==> config.mk <==
export PLATFORM = sky130hd
export DESIGN_NAME = arp_lookup_ctrl
export DESIGN_NICKNAME = d
export VERILOG_FILES = /design/src/rtl/arp_lookup_ctrl.sv
export SDC_FILE = /design/constraint.sdc
export NUM_CORES = 2
export LEC_CHECK = 0
export CORE_UTILIZATION = 60
export DETAILED_ROUTE_END_ITERATION = 10
export GPL_ROUTABILITY_DRIVEN = 0
export MAX_ROUTING_LAYER = met4
export PLACE_DENSITY = 0.8
export SLEW_MARGIN = 10
export SYNTH_ARGS = -nofsm -noshare
export SYNTH_HDL_FRONTEND = slang
export SYNTH_SLANG_ARGS = --single-unit
==> constraint.sdc <==
create_clock -name AXI_ACLK -period 7.6 [get_ports AXI_ACLK]
set_input_delay 1.52 -clock AXI_ACLK [delete_from_list [all_inputs] [get_ports AXI_ACLK]]
set_output_delay 1.52 -clock AXI_ACLK [all_outputs]
set_load 0.01 [all_outputs]
==> src/rtl/arp_lookup_ctrl.sv <==
// rtl/arp_lookup_ctrl.sv - ARP table with linear-search lookup FSM and software access port
// Optional hit/miss statistics are enabled by defining ARP_LOOKUP_CTRL_STATS_EN.
module arp_lookup_ctrl #(
   parameter int ARP_DEPTH = 16,
   parameter int IDX_W     = 4
) (
   input  logic             AXI_ACLK,
   input  logic             AXI_RESETN,
   input  logic             lkp_req,
   input  logic [31:0]      lkp_ip,
   input  logic [7:0]       lkp_oq,
   output logic             lkp_ack,
   output logic             rsp_valid,
   input  logic             rsp_ready,
   output logic             arp_hit,
   output logic [47:0]      dest_mac,
   output logic [31:0]      oq_reg,
   input  logic             sw_req,
   input  logic             sw_wr,
   input  logic [IDX_W-1:0] sw_idx,
   input  logic [31:0]      sw_ip,
   input  logic [47:0]      sw_mac,
   output logic             sw_ack,
   output logic [31:0]      sw_rd_ip,
   output logic [47:0]      sw_rd_mac
`ifdef ARP_LOOKUP_CTRL_STATS_EN
   ,
   output logic [31:0]      hit_count,
   output logic [31:0]      miss_count
`endif
);

   typedef enum logic [1:0] {ST_IDLE, ST_SEARCH, ST_RESP, ST_SW} state_t;

   state_t           state_q, state_d;
   logic [IDX_W-1:0] idx_q;
   logic [31:0]      ip_q;
   logic [7:0]       oq_q;
   logic             hit_q;
   logic [47:0]      mac_q;
   logic             lkp_ack_q;
   logic             sw_ack_q;
   logic [31:0]      rd_ip_q;
   logic [47:0]      rd_mac_q;

   logic [31:0]      tbl_ip_q  [ARP_DEPTH];
   logic [47:0]      tbl_mac_q [ARP_DEPTH];

   logic             accept;
   logic             sw_go;
   logic             match;
   logic             last;

   // A zero lookup address never matches, which also keeps empty (ip==0) entries invisible.
   assign match = (ip_q != 32'd0) && (tbl_ip_q[idx_q] == ip_q);
   assign last  = (idx_q == IDX_W'(ARP_DEPTH - 1));

   always_comb begin
      state_d = state_q;
      accept  = 1'b0;
      sw_go   = 1'b0;
      case (state_q)
         ST_IDLE: begin
            if (sw_req) begin
               state_d = ST_SW;
               sw_go   = 1'b1;
            end else if (lkp_req) begin
               state_d = ST_SEARCH;
               accept  = 1'b1;
            end
         end
         ST_SEARCH: if (match || last) state_d = ST_RESP;
         ST_RESP:   if (rsp_ready) state_d = ST_IDLE;
         ST_SW:     state_d = ST_IDLE;
         default:   state_d = ST_IDLE;
      endcase
   end

   always_ff @(posedge AXI_ACLK or negedge AXI_RESETN) begin
      if (!AXI_RESETN) begin
         state_q   <= ST_IDLE;
         idx_q     <= '0;
         ip_q      <= '0;
         oq_q      <= '0;
         hit_q     <= 1'b0;
         mac_q     <= '0;
         lkp_ack_q <= 1'b0;
         sw_ack_q  <= 1'b0;
         rd_ip_q   <= '0;
         rd_mac_q  <= '0;
      end else begin
         state_q   <= state_d;
         lkp_ack_q <= accept;
         sw_ack_q  <= sw_go;
         if (accept) begin
            ip_q  <= lkp_ip;
            oq_q  <= lkp_oq;
            idx_q <= '0;
         end
         if (state_q == ST_SEARCH) begin
            if (match) begin
               hit_q <= 1'b1;
               mac_q <= tbl_mac_q[idx_q];
            end else if (last) begin
               hit_q <= 1'b0;
               mac_q <= '0;
            end else begin
               idx_q <= idx_q + IDX_W'(1);
            end
         end
         // Read data is captured on entry to SW so it is valid while sw_ack is high.
         if (sw_go && !sw_wr) begin
            rd_ip_q  <= tbl_ip_q[sw_idx];
            rd_mac_q <= tbl_mac_q[sw_idx];
         end
      end
   end

   always_ff @(posedge AXI_ACLK or negedge AXI_RESETN) begin
      if (!AXI_RESETN) begin
         for (int i = 0; i < ARP_DEPTH; i++) begin
            tbl_ip_q[i]  <= '0;
            tbl_mac_q[i] <= '0;
         end
      end else if (state_q == ST_SW && sw_wr) begin
         tbl_ip_q[sw_idx]  <= sw_ip;
         tbl_mac_q[sw_idx] <= sw_mac;
      end
   end

`ifdef ARP_LOOKUP_CTRL_STATS_EN
   logic [31:0] hit_cnt_q;
   logic [31:0] miss_cnt_q;

   always_ff @(posedge AXI_ACLK or negedge AXI_RESETN) begin
      if (!AXI_RESETN) begin
         hit_cnt_q  <= '0;
         miss_cnt_q <= '0;
      end else if (state_q == ST_RESP && rsp_ready) begin
         if (hit_q && hit_cnt_q != 32'hFFFF_FFFF)
            hit_cnt_q <= hit_cnt_q + 32'd1;
         if (!hit_q && miss_cnt_q != 32'hFFFF_FFFF)
            miss_cnt_q <= miss_cnt_q + 32'd1;
      end
   end

   assign hit_count  = hit_cnt_q;
   assign miss_count = miss_cnt_q;
`endif

   assign lkp_ack   = lkp_ack_q;
   assign rsp_valid = (state_q == ST_RESP);
   assign arp_hit   = hit_q;
   assign dest_mac  = mac_q;
   assign oq_reg    = {24'b0, oq_q};
   assign sw_ack    = sw_ack_q;
   assign sw_rd_ip  = rd_ip_q;
   assign sw_rd_mac = rd_mac_q;

endmodule
* Word level (Yosys, flattened, before mapping)
Cells that the tools add are included.
** Word-level totals
- Flip-flop bits (word level) :: 1457
- Input port bits :: 130
- Output and inout bits :: 164
- Logic and storage cells :: 103
** Cells by class
- Add/sub/neg operators :: 1
- Order comparisons :: 3
- Equality and inequality tests :: 8
- Muxes and demuxes :: 36
- Bitwise operators :: 2
- Reductions and logical operators :: 11
** Operators with widths (number)
- $bwmux W768 :: 1
- $bwmux W512 :: 1
- $bmux W48 S4 :: 2
- $mux W48 :: 7
- $bmux W32 S4 :: 2
- $demux W48 S4 :: 1
- $mux W32 :: 5
- $demux W32 S4 :: 1
- $eq A32 B32 Y1 :: 1
- $reduce_bool A32 Y1 :: 1
- $mux W4 :: 4
- $ge A5 B5 Y1 const B :: 2
- $not A4 Y5 :: 2
- $mux W2 :: 4
- $pmux W2 S4 :: 1
- $mux W1 :: 7
- $lt A5 B1 Y1 const B :: 1
- $add A4 B1 Y4 const B :: 1
- $eq A2 B2 Y1 const B :: 2
- $eq A4 B4 Y1 const B :: 1
- $logic_and A1 B1 Y1 :: 4
- $ne A3 B3 Y1 const B :: 1
- $reduce_and A3 Y1 :: 1
- $eq A2 B1 Y1 const B :: 1
- 7 further kinds :: 7

* Logic depth before layout (Yosys ltp)
- Depth in word-level cells :: 9
- Mapped depth :: 14
- Mapped depth without buffers :: 9

* Worst setup path before layout
Ideal clock, no wire load.
- Path type :: input to register
- Start :: input sw_idx[0]
- End :: register rd_ip_q[10] (netlist: sw_rd_ip[10])
- Setup time :: 0.125 ns
- Arrival :: 3.844 ns
- Required time :: 7.475 ns
- Slack :: 3.632 ns
- Cell stages on the path :: 6
- Buffers on the path :: 3
- Cell sequence :: clkbuf_1 clkbuf_1 buf_1 mux4_2 mux4_2 mux2_2
** Between the ends
- Word-level cells in the longest chain between the ends :: 4
** Ends and longest elaborated chain
- start: declaration :: RTL line 20 : input logic [IDX_W-1:0] sw_idx,
- $not A4 Y5 (not written as such) :: RTL line 113 : rd_ip_q <= tbl_ip_q[sw_idx];
- $bmux W32 S4 :: RTL line 113
- $mux W32 (not written as such) (2 in a row) :: RTL line 113
- end signal: assignment :: RTL line 113
- end: declaration :: RTL line 43 : logic [31:0] rd_ip_q;
No other way between the ends. The select of a mux whose other input is x is not followed.
A chain may end at the register's enable or synchronous reset.

* Worst setup path in the final report
- Start :: register idx_q[0]
- End :: register mac_q[18] (netlist: dest_mac[18])
** Between the ends
- Word-level cells in the longest chain between the ends :: 8
- Elaborated cells on any way between the ends :: 13
- Classes of those cells :: eq/ne: 2; mux: 7; bitwise: 1; reduce/logical: 3
** Ends and longest elaborated chain
- start: declaration :: RTL line 36 : logic [IDX_W-1:0] idx_q;
- start signal: assignment :: RTL line 108 : idx_q <= idx_q + IDX_W'(1);
- $not A4 Y5 (not written as such) :: RTL line 55, 103
- $bmux W32 S4 :: RTL line 55 : assign match = (ip_q != 32'd0) && (tbl_ip_q[idx_q] == ip_q);
- $mux W32 (not written as such) (2 in a row) :: RTL line 55
- $eq A32 B32 Y1 :: RTL line 55
- $logic_and A1 B1 Y1 :: RTL line 55
- $reduce_bool A2 Y1 (no line)
- $reduce_and A2 Y1 (no line)
- end signal: assignment :: RTL line 103 : mac_q <= tbl_mac_q[idx_q];
- end: declaration :: RTL line 40 : logic [47:0] mac_q;
Several ways; a longest one is shown, not always the timed one. The select of a mux whose other input is x is not followed.

==> summary.txt <==
Status
  – Status: complete, no violations

Clock tree
  – Root Driver: clkbuf_16
  – Clk buf depth: 3
  – CTS tree: done
  – Clk slew on worst S/H paths: 0.06 ns
  – Post-CTS sizing: 0
  – Post-CTS Hold Buffers: 0
  – Postcts setup bufs: 0
  – Skew-Pair Late Insertion Delay: 0.78 ns
  – Clock sink total: 1457
  – CTS H-tree depth: 4
  – Num CTS Buffers: 152

Global routing
  – Initial antenna violation count: 19
  – Vias in the first global route: 46600
  – Global route overflow: 0
  – First-pass GRT wire length: 301 mm
  – Largest net degree at the start of global routing: 168
  – Total GRT Usage: 0.332

Final layout
  – Multi-input logic area: 0.0363 mm^2
  – Most frequent cells in the layout: dfrtp_1, mux2_2, mux4_2
  – Layout cell share with drive strength beyond 1: 0.544
  – Post-Route Utilization: 0.681
  – Most common cell after layout, fill and taps aside: dfrtp_1
  – Area Overhead vs Synth: 12.0%
  – Nets: 4707
  – Filler Cells Inserted: 8137
  – Seq. cell area: 0.0365 mm^2

Floorplan
  – Core Footprint: 0.123 mm^2
  – Die ar.: 0.126 mm^2
  – Die Ht: 354 um
  – Initial core utilization: 0.608
  – Top Ports: 294
  – Die width: 354 um
  – FP Rows: 128

Synthesis
  – Area share of and/or/nand/nor cells after synthesis: 0.0127
  – Synth unique cells: 60
  – Compound-Gate Fraction of Synth Area: 0.00697
  – Cells after Synth: 4499
  – Mux share of post-synthesis cell area: 0.458
  – Synthesis-stage register bit count: 1457
  – Main combinational cell family by area after synthesis: multiplexers
  – Synth Area in Adders: 0.000168
  – Xor/xnor cell area share of the yosys netlist: 0.00623
  – EDFF count, synth: 0
  – Syn. warnings: 0
  – FFs w/ async S/R, synth: 1.00
  – Commonest register cell after synthesis: dfrtp_1
  – Synthesized area per cell: 16.6 um^2
  – Netlist Area Pre-Place: 0.0745 mm^2
  – Seq/Total Area, Yosys: 0.490

Placed design
  – Post-Place Worst Slack: 1.95 ns
  – PortBufs: 269
  – Final HPWL DP: 110 mm

STA
  – Slew @ Worst Pin: 1.22 ns
  – Fin crit share: 0.738
  – Worst rel slew slack: 0.187
  – Final setup viols: 0
  – Pins Over Slew Limit: 0
  – Period minus WS final: 5.61 ns
  – Final TNS setup: 0 ns
  – PnR worst setup slack: 1.99 ns
  – Maximum clock rate: 178 MHz
  – Setup Skew: 0.0296 ns
  – Unrepaired setup endpoints after global routing: false
  – Final Hold Viols: 0

Worst hold path
  – Hold Crit Depth: 1
  – Hold Crit Class: flip-flop to flip-flop

Power and ir drop
  – P per Cell Area: 339 mW/mm^2
  – Worst VDD drop: 0.263 mV
  – P_leak: 0.0379 uW

Critical path
  – WP data arrival: 6.26 ns
  – Startpoint types: flip-flop
  – FF-to-FF path depth: 11
  – CP max FO: 45
  – FF-to-FF setup slack: 1.99 ns
  – CP Capture Type: flip-flop
  – Critical path type: flip-flop to flip-flop
  – Critical path required time: 8.25 ns

Routing
  – DRT Pass-1 Iters: 5
  – Detailed Route WL: 196 mm
  – Vias post-DR: 43900
  – Via density: 6.93
  – Residual DRC: 0
  – Routed Antenna Nets: 0
  – DR iter-0 viols: 4278
  – Routed WL per cell: 31.0 um

Flow run
  – Max-Cap Viols: 0
## cell usage after synthesis, types with 6 or more instances
| library cell | count | area, um^2 |
|---|---|---|
| buf_2 | 24 | 120 |
| nor2_1 | 23 | 86.3 |
| nand3_1 | 8 | 40.0 |
| a22oi_1 | 6 | 45.0 |
| dfrtp_1 | 1457 | 36500 |
| nor3_1 | 10 | 50.1 |
| mux2_2 | 1445 | 16300 |
| clkbuf_1 | 302 | 1130 |
| nor2b_1 | 61 | 382 |
| xnor2_1 | 41 | 359 |
| o22ai_1 | 10 | 62.6 |
| mux2_4 | 20 | 300 |
| a211oi_1 | 7 | 52.6 |
| xor2_1 | 12 | 105 |
| o21ai_0 | 6 | 30.0 |
| nand2_1 | 24 | 90.1 |
| mux2i_1 | 90 | 901 |
| buf_1 | 84 | 315 |
| nor4_1 | 13 | 81.3 |
| buf_4 | 30 | 225 |
| mux4_2 | 739 | 16600 |
| and2_1 | 6 | 37.5 |
| a221oi_1 | 7 | 61.3 |
| nand2b_1 | 6 | 37.5 |
## flip-flops by register name (all words and copies together) (netlist names)
name / cells
arp_hit: 1
dest_mac: 48
idx_q: 4
ip_q: 32
lkp_ack: 1
oq_q: 8
state_q: 2
sw_ack: 1
sw_rd_ip: 32
sw_rd_mac: 48
tbl_ip_q: 512
tbl_mac_q: 768
## routing by layer
metal	part of all wire	global-route usage
met1	0.41	0.456
met3	0.070	0.0593
met2	0.49	0.509
met4	0.031	0.106
met5	0	-
## critical path: stages (launching register included)
cell	delay, ns
dfrtp_4	0.85
buf_4	0.83
buf_4	0.55
mux2i_1	0.37
xnor2_1	0.10
nor4_1	0.30
a31oi_1	0.12
nor4_1	0.36
nand4_2	0.31
nor2_4	0.82
buf_12	0.38
mux2_2	0.39
## logic make-up (layout without fill, tap and decap cells)
| logic type | Yosys count | after routing |
|---|---|---|
| mux | 2294 | 2294 |
| other cells | 1 | 40 |
| simple gates | 169 | 169 |
| fa+ha+maj | 1 | 1 |
| xor+xnor | 53 | 53 |
| buf+inv | 454 | 625 |
| flops | 1457 | 1457 |
| compound gates | 70 | 70 |
## path summary, 6_finish.rpt
| check | start | to |
|---|---|---|
| setup / recovery | idx_q[0] | dest_mac[18] |
| hold / removal | sw_rd_ip[30] | sw_rd_ip[30] |
| setup reg to reg | idx_q[0] | dest_mac[18] |
| hold reg to reg | sw_rd_ip[30] | sw_rd_ip[30] |
| max in group asynchronous | AXI_RESETN | tbl_mac_q[192] |
| min in group asynchronous | AXI_RESETN | tbl_ip_q[372] |
## area by class of cell
class,instances,share of cell area
well taps,1625,0.0244
multi-input cells,2611,0.435
inverters,5,0.000285
flip-flops and latches,1457,0.437
diodes,16,0.000480
clock inverters,48,0.00699
clock buffers,223,0.0529
repair buffers,349,0.0427
## where the power goes
part	total (uW)	switching, uW	leakage, uW	internal, uW
sequential	11800	1890	0.0198	9940
clock	7510	3140	0.00245	4370
combinational	8890	3660	0.0156	5240
## per-stage QoR
step                total power [uW]  hold slack (ns)  std cells  instance area [um^2]
finish                         28200            0.504       6334                 83400
global route                   29400            0.516       6334                 83400
CTS                            28300            0.508       6318                 83400
detailed placement             20800            0.495       6047                 78400
global placement               20400            0.487       6047                 78400
floorplan                      17900            0.489       4522                 74600
Power figures use the tool's default switching activity.
